**src/rtl/uart_pkg.sv**
```systemverilog
// Shared types and constants for the UART command serializer.
package uart_pkg;

  typedef enum logic [2:0] {
    IDLE,
    START,
    DATA,
    PARITY,
    STOP,
    GAP
  } uart_state_t;

  localparam logic PAR_EVEN  = 1'b0;
  localparam logic PAR_ODD   = 1'b1;
  localparam logic LINE_IDLE = 1'b1;

endpackage

```
**src/rtl/uart_cmd_fifo.sv**
```systemverilog
// Synchronous word FIFO; read data is the head word, valid while o_empty is low.
// Flags and count are registered, so a push when full is dropped even if a pop occurs that cycle.
module uart_cmd_fifo #(
  parameter int DATA_WIDTH = 8,
  parameter int FIFO_DEPTH = 8
) (
  input  logic                               i_clk,
  input  logic                               i_rst_n,
  input  logic                               i_wr_en,
  input  logic [DATA_WIDTH-1:0]              i_wr_data,
  input  logic                               i_rd_en,
  output logic [DATA_WIDTH-1:0]              o_rd_data,
  output logic                               o_full,
  output logic                               o_empty,
  output logic [$clog2(FIFO_DEPTH+1)-1:0]    o_count
);

  localparam int AW = $clog2(FIFO_DEPTH);
  localparam int CW = $clog2(FIFO_DEPTH + 1);

  logic [DATA_WIDTH-1:0] r_mem [FIFO_DEPTH];
  logic [AW-1:0]         r_wr_ptr;
  logic [AW-1:0]         r_rd_ptr;
  logic [CW-1:0]         r_count;
  logic                  r_full;
  logic                  r_empty;
  logic                  w_push;
  logic                  w_pop;
  logic [CW-1:0]         w_count_nxt;

  assign w_push = i_wr_en && !r_full;
  assign w_pop  = i_rd_en && !r_empty;

  always_comb begin
    w_count_nxt = r_count;
    if (w_push && !w_pop)
      w_count_nxt = r_count + 1'b1;
    else if (!w_push && w_pop)
      w_count_nxt = r_count - 1'b1;
  end

  // Depth is a power of two, so the pointers wrap naturally.
  always_ff @(posedge i_clk or negedge i_rst_n) begin
    if (!i_rst_n) begin
      r_wr_ptr <= '0;
      r_rd_ptr <= '0;
      r_count  <= '0;
      r_full   <= 1'b0;
      r_empty  <= 1'b1;
    end else begin
      if (w_push) r_wr_ptr <= r_wr_ptr + 1'b1;
      if (w_pop)  r_rd_ptr <= r_rd_ptr + 1'b1;
      r_count <= w_count_nxt;
      r_full  <= (w_count_nxt == CW'(FIFO_DEPTH));
      r_empty <= (w_count_nxt == '0);
    end
  end

  always_ff @(posedge i_clk) begin
    if (w_push) r_mem[r_wr_ptr] <= i_wr_data;
  end

  assign o_rd_data = r_mem[r_rd_ptr];
  assign o_full    = r_full;
  assign o_empty   = r_empty;
  assign o_count   = r_count;

endmodule

```
**src/rtl/uart_cmd_serializer.sv**
```systemverilog
// Queues words and sends each as a UART frame (LSB first, optional parity, 1/2 stop, idle gap).
// Start bit appears one cycle after a word becomes visible in the FIFO; writes while FULL are dropped.
module uart_cmd_serializer
  import uart_pkg::*;
#(
  parameter int DATA_WIDTH = 8,
  parameter int FIFO_DEPTH = 8,
  parameter int PRESCALE_W = 6
) (
  input  logic                               CLK,
  input  logic                               RST,
  input  logic [PRESCALE_W-1:0]              PRESCALE,
  input  logic                               CFG_PAR_EN,
  input  logic                               CFG_PAR_TYP,
  input  logic                               CFG_STOP2,
  input  logic [3:0]                         CFG_GAP,
  input  logic [DATA_WIDTH-1:0]              WR_DATA,
  input  logic                               WR_EN,
  output logic                               FULL,
  output logic [$clog2(FIFO_DEPTH+1)-1:0]    COUNT,
  output logic                               TX_OUT,
  output logic                               BUSY,
  output logic                               FRAME_DONE
);

  localparam int IDX_W = $clog2(DATA_WIDTH);

  logic                  w_empty;
  logic                  w_pop;
  logic [DATA_WIDTH-1:0] w_rd_data;

  uart_state_t           r_state;
  logic [DATA_WIDTH-1:0] r_shift;
  logic                  r_par_bit;
  logic                  r_par_en;
  logic                  r_stop2;
  logic                  r_stop_cnt;
  logic [3:0]            r_gap;
  logic [3:0]            r_gap_cnt;
  logic [PRESCALE_W-1:0] r_pre;
  logic [PRESCALE_W-1:0] r_tick;
  logic [IDX_W-1:0]      r_idx;
  logic                  r_tx;
  logic                  r_busy;
  logic                  r_done;

  logic                  w_adv;
  logic                  w_data_last;
  logic                  w_stop_last;
  logic                  w_frame_end;
  logic                  w_done_nxt;
  logic [PRESCALE_W-1:0] w_pre_in;
  logic [PRESCALE_W-1:0] w_pre_m1;
  logic [PRESCALE_W-1:0] w_tick_nxt;

  uart_cmd_fifo #(
    .DATA_WIDTH (DATA_WIDTH),
    .FIFO_DEPTH (FIFO_DEPTH)
  ) u_fifo (
    .i_clk     (CLK),
    .i_rst_n   (RST),
    .i_wr_en   (WR_EN),
    .i_wr_data (WR_DATA),
    .i_rd_en   (w_pop),
    .o_rd_data (w_rd_data),
    .o_full    (FULL),
    .o_empty   (w_empty),
    .o_count   (COUNT)
  );

  assign w_pre_in    = (PRESCALE == '0) ? PRESCALE_W'(1) : PRESCALE;
  assign w_pre_m1    = r_pre - 1'b1;
  assign w_adv       = (r_state != IDLE) && (r_tick == w_pre_m1);
  assign w_tick_nxt  = w_adv ? '0 : r_tick + 1'b1;
  assign w_data_last = (r_idx == IDX_W'(DATA_WIDTH - 1));
  assign w_stop_last = (r_stop_cnt == r_stop2);
  assign w_frame_end = w_adv && (((r_state == STOP) && w_stop_last && (r_gap == 4'd0)) ||
                                 ((r_state == GAP) && (r_gap_cnt == r_gap - 4'd1)));
  // A frame end with a word waiting launches the next start bit with no idle cycle.
  assign w_pop       = !w_empty && ((r_state == IDLE) || w_frame_end);

  // FRAME_DONE is registered, so it is raised one edge ahead of the last stop-bit cycle.
  always_comb begin
    w_done_nxt = 1'b0;
    case (r_state)
      DATA:    w_done_nxt = w_adv && w_data_last && !r_par_en && !r_stop2 && (r_pre == PRESCALE_W'(1));
      PARITY:  w_done_nxt = w_adv && !r_stop2 && (r_pre == PRESCALE_W'(1));
      STOP:    w_done_nxt = w_adv ? (!w_stop_last && (r_pre == PRESCALE_W'(1)))
                                  : (w_stop_last && (w_tick_nxt == w_pre_m1));
      default: w_done_nxt = 1'b0;
    endcase
  end

  always_ff @(posedge CLK or negedge RST) begin
    if (!RST) begin
      r_state    <= IDLE;
      r_shift    <= '0;
      r_par_bit  <= 1'b0;
      r_par_en   <= 1'b0;
      r_stop2    <= 1'b0;
      r_stop_cnt <= 1'b0;
      r_gap      <= '0;
      r_gap_cnt  <= '0;
      r_pre      <= PRESCALE_W'(1);
      r_tick     <= '0;
      r_idx      <= '0;
      r_tx       <= LINE_IDLE;
      r_busy     <= 1'b0;
      r_done     <= 1'b0;
    end else begin
      r_done <= w_done_nxt;
      r_tick <= w_tick_nxt;
      if (w_pop) begin
        r_state   <= START;
        r_tx      <= 1'b0;
        r_busy    <= 1'b1;
        r_tick    <= '0;
        r_shift   <= w_rd_data;
        r_par_bit <= (^w_rd_data) ^ (CFG_PAR_TYP == PAR_ODD);
        r_pre     <= w_pre_in;
        r_par_en  <= CFG_PAR_EN;
        r_stop2   <= CFG_STOP2;
        r_gap     <= CFG_GAP;
      end else begin
        case (r_state)
          IDLE: begin
            r_tick <= '0;
            r_busy <= 1'b0;
            r_tx   <= LINE_IDLE;
          end
          START: if (w_adv) begin
            r_state <= DATA;
            r_idx   <= '0;
            r_tx    <= r_shift[0];
            r_shift <= r_shift >> 1;
          end
          DATA: if (w_adv) begin
            if (!w_data_last) begin
              r_idx   <= r_idx + 1'b1;
              r_tx    <= r_shift[0];
              r_shift <= r_shift >> 1;
            end else if (r_par_en) begin
              r_state <= PARITY;
              r_tx    <= r_par_bit;
            end else begin
              r_state    <= STOP;
              r_stop_cnt <= 1'b0;
              r_tx       <= LINE_IDLE;
            end
          end
          PARITY: if (w_adv) begin
            r_state    <= STOP;
            r_stop_cnt <= 1'b0;
            r_tx       <= LINE_IDLE;
          end
          STOP: if (w_adv) begin
            if (!w_stop_last) begin
              r_stop_cnt <= 1'b1;
            end else if (r_gap != 4'd0) begin
              r_state   <= GAP;
              r_gap_cnt <= '0;
            end else begin
              r_state <= IDLE;
              r_busy  <= 1'b0;
            end
          end
          GAP: if (w_adv) begin
            if (r_gap_cnt == r_gap - 4'd1) begin
              r_state <= IDLE;
              r_busy  <= 1'b0;
            end else begin
              r_gap_cnt <= r_gap_cnt + 1'b1;
            end
          end
          default: r_state <= IDLE;
        endcase
      end
    end
  end

  assign TX_OUT     = r_tx;
  assign BUSY       = r_busy;
  assign FRAME_DONE = r_done;

endmodule

```
**config.mk**
```make
export PLATFORM = sky130hd
export DESIGN_NAME = uart_cmd_serializer
export DESIGN_NICKNAME = d
export VERILOG_FILES = /design/src/rtl/uart_pkg.sv /design/src/rtl/uart_cmd_fifo.sv /design/src/rtl/uart_cmd_serializer.sv
export SDC_FILE = /design/constraint.sdc
export NUM_CORES = 1
export LEC_CHECK = 0
export CORE_MARGIN = 4
export CORE_UTILIZATION = 30
export CTS_CLUSTER_SIZE = 8
export DETAILED_ROUTE_END_ITERATION = 10
export MAX_ROUTING_LAYER = met4
export PLACE_DENSITY = 0.45
export SYNTH_ARGS = -nofsm -noshare
export SYNTH_HDL_FRONTEND = slang
export SYNTH_SLANG_ARGS = --single-unit
```
**constraint.sdc**
```tcl
create_clock -name CLK -period 4.1 [get_ports CLK]
set_clock_uncertainty 0.15 [all_clocks]
set_input_delay 0.82 -clock CLK [delete_from_list [all_inputs] [get_ports CLK]]
set_output_delay 0.82 -clock CLK [all_outputs]
set_load 0.02 [all_outputs]
```
After elaboration in Yosys (flattened, before gate mapping)
Memories as Yosys holds them, arrays and structs flattened.
Cells that the tools add are included.

cells by class
  reductions and logical operators = 47
  equal/unequal tests = 35
  add/subtract/negate cells = 9
  bitwise logic cells = 2
  mux-type cells = 58

operators with widths
  cell                                                    number
  two-way mux 3 bit                                       14
  two-way mux 8 bit                                       4
  two-way mux 4 bit                                       7
  inequality test 3 x 2 -> 1 bit (second input constant)  9
  two-way mux 6 bit                                       4
  inequality test 2 bit (second input constant)           11
  two-way mux 1 bit                                       21
  logical AND 1 bit                                       18
  one-hot mux 3 bit (6 select lines)                      1
  one-hot mux 8 bit (2 select lines)                      1
  equality test 6 bit                                     2
  adder 3 x 1 -> 3 bit (second input constant)            3
  equality test 3 bit (second input constant)             3
  one-hot mux 1 bit (3 select lines)                      3
  AND reduction 9 bit                                     1
  nonzero test 3 bit                                      3
  adder 4 x 1 -> 4 bit (second input constant)            2
  zero test 4 bit                                         2
  one-hot mux 4 bit (2 select lines)                      1
  AND reduction 4 bit                                     2
  AND reduction 8 bit                                     1
  nonzero test 4 bit                                      2
  XOR reduction 8 bit                                     1
  subtractor 4 x 1 -> 4 bit (second input constant)       2
  other kinds (23)                                        33

storage, ports and cells
  word-level logic and storage cells = 171
  memories kept = 1
  register bits = 53
  memory bits (writable) = 64
  output and inout port bits = 8

memory list
  memory        depth  width  read ports  clocked after Yosys merged registers in  write ports  RTL line             RTL
  u_fifo.r_mem  8      8      1           0                                        1            uart_cmd_fifo.sv:21  logic [DATA_WIDTH-1:0] r_mem [FIFO_DEPTH];

Depth between registers and ports, before layout
  depth in word-level cells = 12
  depth in mapped cells = 11

Modules after synthesis
From an unflattened synthesis, not the netlist that was laid out.

second synthesis, totals
  cells, all modules = 421
  area total of the unflattened synthesis = 5689.2 um^2

by module, submodules not included
  module               cells each  times used  area an instance (um^2)
  uart_cmd_fifo        171         1           3131.8
  uart_cmd_serializer  250         1           2557.5

Worst setup path after synthesis
OpenSTA, ideal clock, no wires.

  kind = reg2reg
  start = register r_pre[0]
  end = register r_shift[4]
  setup time = 0.123 ns
  stages on the path, launching flop included = 11
  data required time = 3.827 ns
  setup slack = 1.180 ns
  path buffers = 2
  arrival time = 2.648 ns
  cell sequence = dfstp_2 -> inv_1 -> ha_1 -> xnor2_2 -> xnor2_1 -> nor4_4 -> nand4_4 -> or3_1 -> clkbuf_1 -> clkbuf_1 -> o221a_2

between the ends
  longest elaborated chain between the ends = 8
  elaborated cells between the ends (all ways) = 12

ends and longest elaborated chain
  item                                                                                   RTL line                    RTL
  start, declared                                                                        uart_cmd_serializer.sv:40   logic [PRESCALE_W-1:0] r_pre;
  start signal, assigned                                                                 uart_cmd_serializer.sv:120  r_pre <= w_pre_in;
  subtractor 6 x 1 -> 6 bit *                                                            uart_cmd_serializer.sv:72   assign w_pre_m1 = r_pre - 1'b1;
  equality test 6 bit *                                                                  uart_cmd_serializer.sv:73   assign w_adv = (r_state != IDLE) && (r_tick == w_pre_m1);
  logical AND 1 bit *                                                                    uart_cmd_serializer.sv:73
  logical AND 1 bit                                                                      uart_cmd_serializer.sv:77   assign w_frame_end = w_adv && (((r_state == STOP) && w_stop_last && (r_gap == 4'd0)) ||
  logical OR 1 bit                                                                       uart_cmd_serializer.sv:80   assign w_pop = !w_empty && ((r_state == IDLE) || w_frame_end);
  logical AND 1 bit                                                                      uart_cmd_serializer.sv:80
  inequality test 3 x 2 -> 1 bit (no line) / nonzero test 3 bit (equally long branches)  --
  AND reduction 4 bit (no line)                                                          --
  end signal, assigned                                                                   uart_cmd_serializer.sv:118  r_shift <= w_rd_data;
  end signal, assigned                                                                   uart_cmd_serializer.sv:135  r_shift <= r_shift >> 1;
  end signal, assigned                                                                   uart_cmd_serializer.sv:141  r_shift <= r_shift >> 1;
  end, declared                                                                          uart_cmd_serializer.sv:33   logic [DATA_WIDTH-1:0] r_shift;

Every way passes the cells marked *; elsewhere a longest branch is shown, timed or not.
A chain may end at the register's enable or synchronous reset.

Worst setup path in the final report
  start = register r_pre[0]
  end = register r_shift[6]

The elaborated chain is that of the path after synthesis.

==> reports/metrics.csv <==
stage;metric;value;unit
floorplanning;die_x;143.3;µm
critical_path;critPathArrivalTime;3.51;ns
logic_synthesis;synth_ff_type;edfxtp_1;
logic_synthesis;synth_edf_count;64;
logic_synthesis;synth_nets;467;
placed_design;port-buffer-count;31;
logic_synthesis;synth.avg_cell_area;12.74;µm²
sta;max_freq;0.2971;GHz
floorplanning;design.core.area;17960;µm²
sta;setup_viol;0;
logic_synthesis;ys_ff_latch;117;
layout;drive_gt1_frac;0.1680;
layout;layout_commonest_cell;nand2_1;
grt;grt_pass1_wl;19460;µm
critical_path;cp-start-kind;flop;
clocking;clockBufferDepth;2;
clocking;cts_tree;built;
layout;antenna_cells;0;
worst_hold_path;hold_class;input port to async pin;
logic_synthesis;ys_async_sr_fraction;0.4530;
grt;grt_util_met2;0.2077;
layout;area_delta_synth_final;21.80;%
logic_synthesis;synthTopCellsByArea;edfxtp_1, dfrtp_1, mux4_2, nand2_1, xnor2_1;
placed_design;dpl.hpwl;7948;µm
floorplanning;start_util;0.3058;
grt;grt_use_met3;0.03394;
sta;rsz0062_at_grt;false;
layout;final_cell_mix;nand2_1, edfxtp_1, dfrtp_1, clkdlybuf4s50_1, nor2_1;
sta;slew_headroom;0.3839;
floorplanning;dieHeight;143.3;µm
grt;grt_max_degree;29;
grt;antenna_found_initial;0;
clocking;clock_latency;0.42;ns
floorplanning;die-area;20540;µm²
critical_path;required;4.25;ns
logic_synthesis;netlist_instances;431;
detailed_routing;drc;0;
clocking;cts_max_level;4;
clocking;hold_buffers;0;
pwr;irDropWorstVdd;0.3196;mV
clocking;postCtsSetupBuffers;0;
critical_path;reg2regPathDepth;11;
critical_path;cpMaxStageDelayCell;o21bai_1;
grt;grt_pass1_vias;3576;
sta;min_period;3.366;ns
run;maxCapViolations;0;
logic_synthesis;yosysTopAreaCell;edfxtp_1;
grt;grt_use_met1;0.1548;
sta;finalSetupTns;0;ns
sta;tightest_slew;0.9241;ns
grt;busiest_layer;met2;
critical_path;rrSetupSlack;0.73;ns
sta;period_share;0.8210;
critical_path;end_kind;flop;
pwr;finalPower;5.335;mW
critical_path;critPathBufInv;2;
grt;grt_util_all_layers;0.1297;
logic_synthesis;yosys.cell_types.count;48;
detailed_routing;avgViaCountPerCell;4.752;
clocking;cts_buffers;17;
logic_synthesis;seq_area_frac_synth;0.5920;
pwr;powerDensity;797.5;nW/µm²
critical_path;cpPeakStageDelay;0.62;ns
detailed_routing;final_antenna_net_count;0;
logic_synthesis;syn_area;5493;µm²
sta;report.final.slew_viol_count;0;
layout;nets;511;
floorplanning;rows;49;
grt;overflow;0;
layout;fill_cells;1721;
detailed_routing;drt-wirelength-per-cell;16.40;µm
sta;hold_ws;0.2752;ns
run_status;outcome;finished, final reports clean;
critical_path;cp_max_fo;10;
critical_path;path_depth;11;
clocking;cts_resized;0;
pwr;p_leak;2.518;nW
logic_synthesis;yosysWarnings;0;
critical_path;cp_top_family;compound AO/OA/AOI/OAI gates;
clocking;cts.reportedPaths.clkPinSlew;0.05;ns
detailed_routing;drt-initial-drc-count;196;
placed_design;place_congestion;0.7624;
clocking;cts.sinks;117;
clocking;root_buffer;clkbuf_16;
logic_synthesis;yosysTopAreaCellShare;0.3499;
detailed_routing;wl;11760;µm
floorplanning;pin_count;32;
sta;finalHoldViolCount;0;
detailed_routing;vias;3407;
critical_path;crit_path_cell_trace;inv_1 > ha_1 > nor3b_2 > xnor2_2 > xor2_1 > nand4_4 > nor2_1 > o21bai_1 > buf_4 > nand2_1 > o221a_2;
critical_path;critPathKind;flop to flop;
detailed_routing;first_pass_iters;5;
==> worst reg2reg max path, stage by stage, from the launching register on <==
cell,delay (ns)
dfstp_2,0.57
inv_1,0.08
ha_1,0.23
nor3b_2,0.18
xnor2_2,0.23
xor2_1,0.16
nand4_4,0.19
nor2_1,0.08
o21bai_1,0.62
buf_4,0.29
nand2_1,0.16
o221a_2,0.30
==> Yosys cell counts, types with 3 or more instances <==
master / instances
mux4_2: 16
xor2_1: 14
o221a_2: 6
edfxtp_1: 64
a21o_1: 3
a21oi_1: 15
a31oi_1: 3
nor4_1: 5
nand2b_1: 4
nor2_1: 25
dfrtp_1: 50
ha_1: 12
nor2b_1: 3
nand2_1: 69
buf_2: 6
xnor2_1: 22
dfstp_2: 3
or3_1: 4
mux2i_1: 12
inv_1: 11
clkbuf_1: 11
o21ai_0: 19
nand3_1: 10
nor3_1: 11
xnor2_2: 4
==> worst paths after layout <==
check	startpoint	to
max	r_pre[0]	r_shift[6]
max in group asynchronous	RST	u_fifo.o_empty
max reg2reg	r_pre[0]	r_shift[6]
min	RST	r_pre[1]
min reg2reg	r_idx[1]	r_idx[1]
min in group CLK	r_idx[1]	r_idx[1]
==> where the power goes <==
| part | leakage [nW] | internal [mW] | switching (mW) | total [mW] |
|---|---|---|---|---|
| Sequential | 1.23 | 1.57 | 0.333 | 1.90 |
| Combinational | 1.00 | 0.933 | 1.02 | 1.95 |
| Clock | 0.285 | 0.908 | 0.577 | 1.48 |
| Total | 2.52 | 3.41 | 1.93 | 5.34 |
==> final cells by class <==
| type | count | area, µm² | area share |
|---|---|---|---|
| clock inverter | 15 | 165.2 | 0.02469 |
| tap | 229 | 286.5 | 0.04283 |
| multi-input combinational | 285 | 2125 | 0.3176 |
| clock buffer | 17 | 425.4 | 0.06359 |
| inverter | 11 | 41.29 | 0.006172 |
| timing repair buffer | 43 | 395.4 | 0.05910 |
| sequential | 117 | 3252 | 0.4861 |
==> state kept, by name, indices dropped and copies added (netlist names), 4 cells and up <==
name and cells:
r_gap_cnt 4, r_pre 6, u_fifo.o_count 4, r_shift 8, u_fifo.r_mem 64, r_tick 6, r_gap 4
==> per-layer routing <==
layer,wire (µm),vias up,share of wire
met5,0,-,0
met4,143,0,0.012
met3,302,8,0.026
met2,5946,41,0.51
met1,5367,1697,0.46
li1,-,1661,-
==> logic make-up (layout without fill, tap and decap cells) <==
group                      after synthesis  after routing  synth area share
and+or+nand+nor                        146            146            0.1294
DFF                                    117            117            0.5920
AOI/OAI and AO/OA                       57             57           0.06948
xor gates and xnor gates                40             40           0.06925
muxes                                   29             29           0.08952
buffers and inverters                   29             86           0.02118
adders and majority gates               13             13           0.02916
==> metrics by stage <==
step | utilization | area, µm² | std cells | setup slack [ns]
4_1_cts | 0.3724 | 6690 | 717 | 0.7206
6_report | 0.3724 | 6690 | 717 | 0.7339
3_5_place_dp | 0.3396 | 6100 | 685 | 0.7361
3_3_place_gp | 0.3396 | 6100 | 685 | 0.8164
2_1_floorplan | - | 5493 | 431 | 1.180
5_1_grt | 0.3724 | 6690 | 717 | 0.5218
Power figures use the tool's default switching activity.
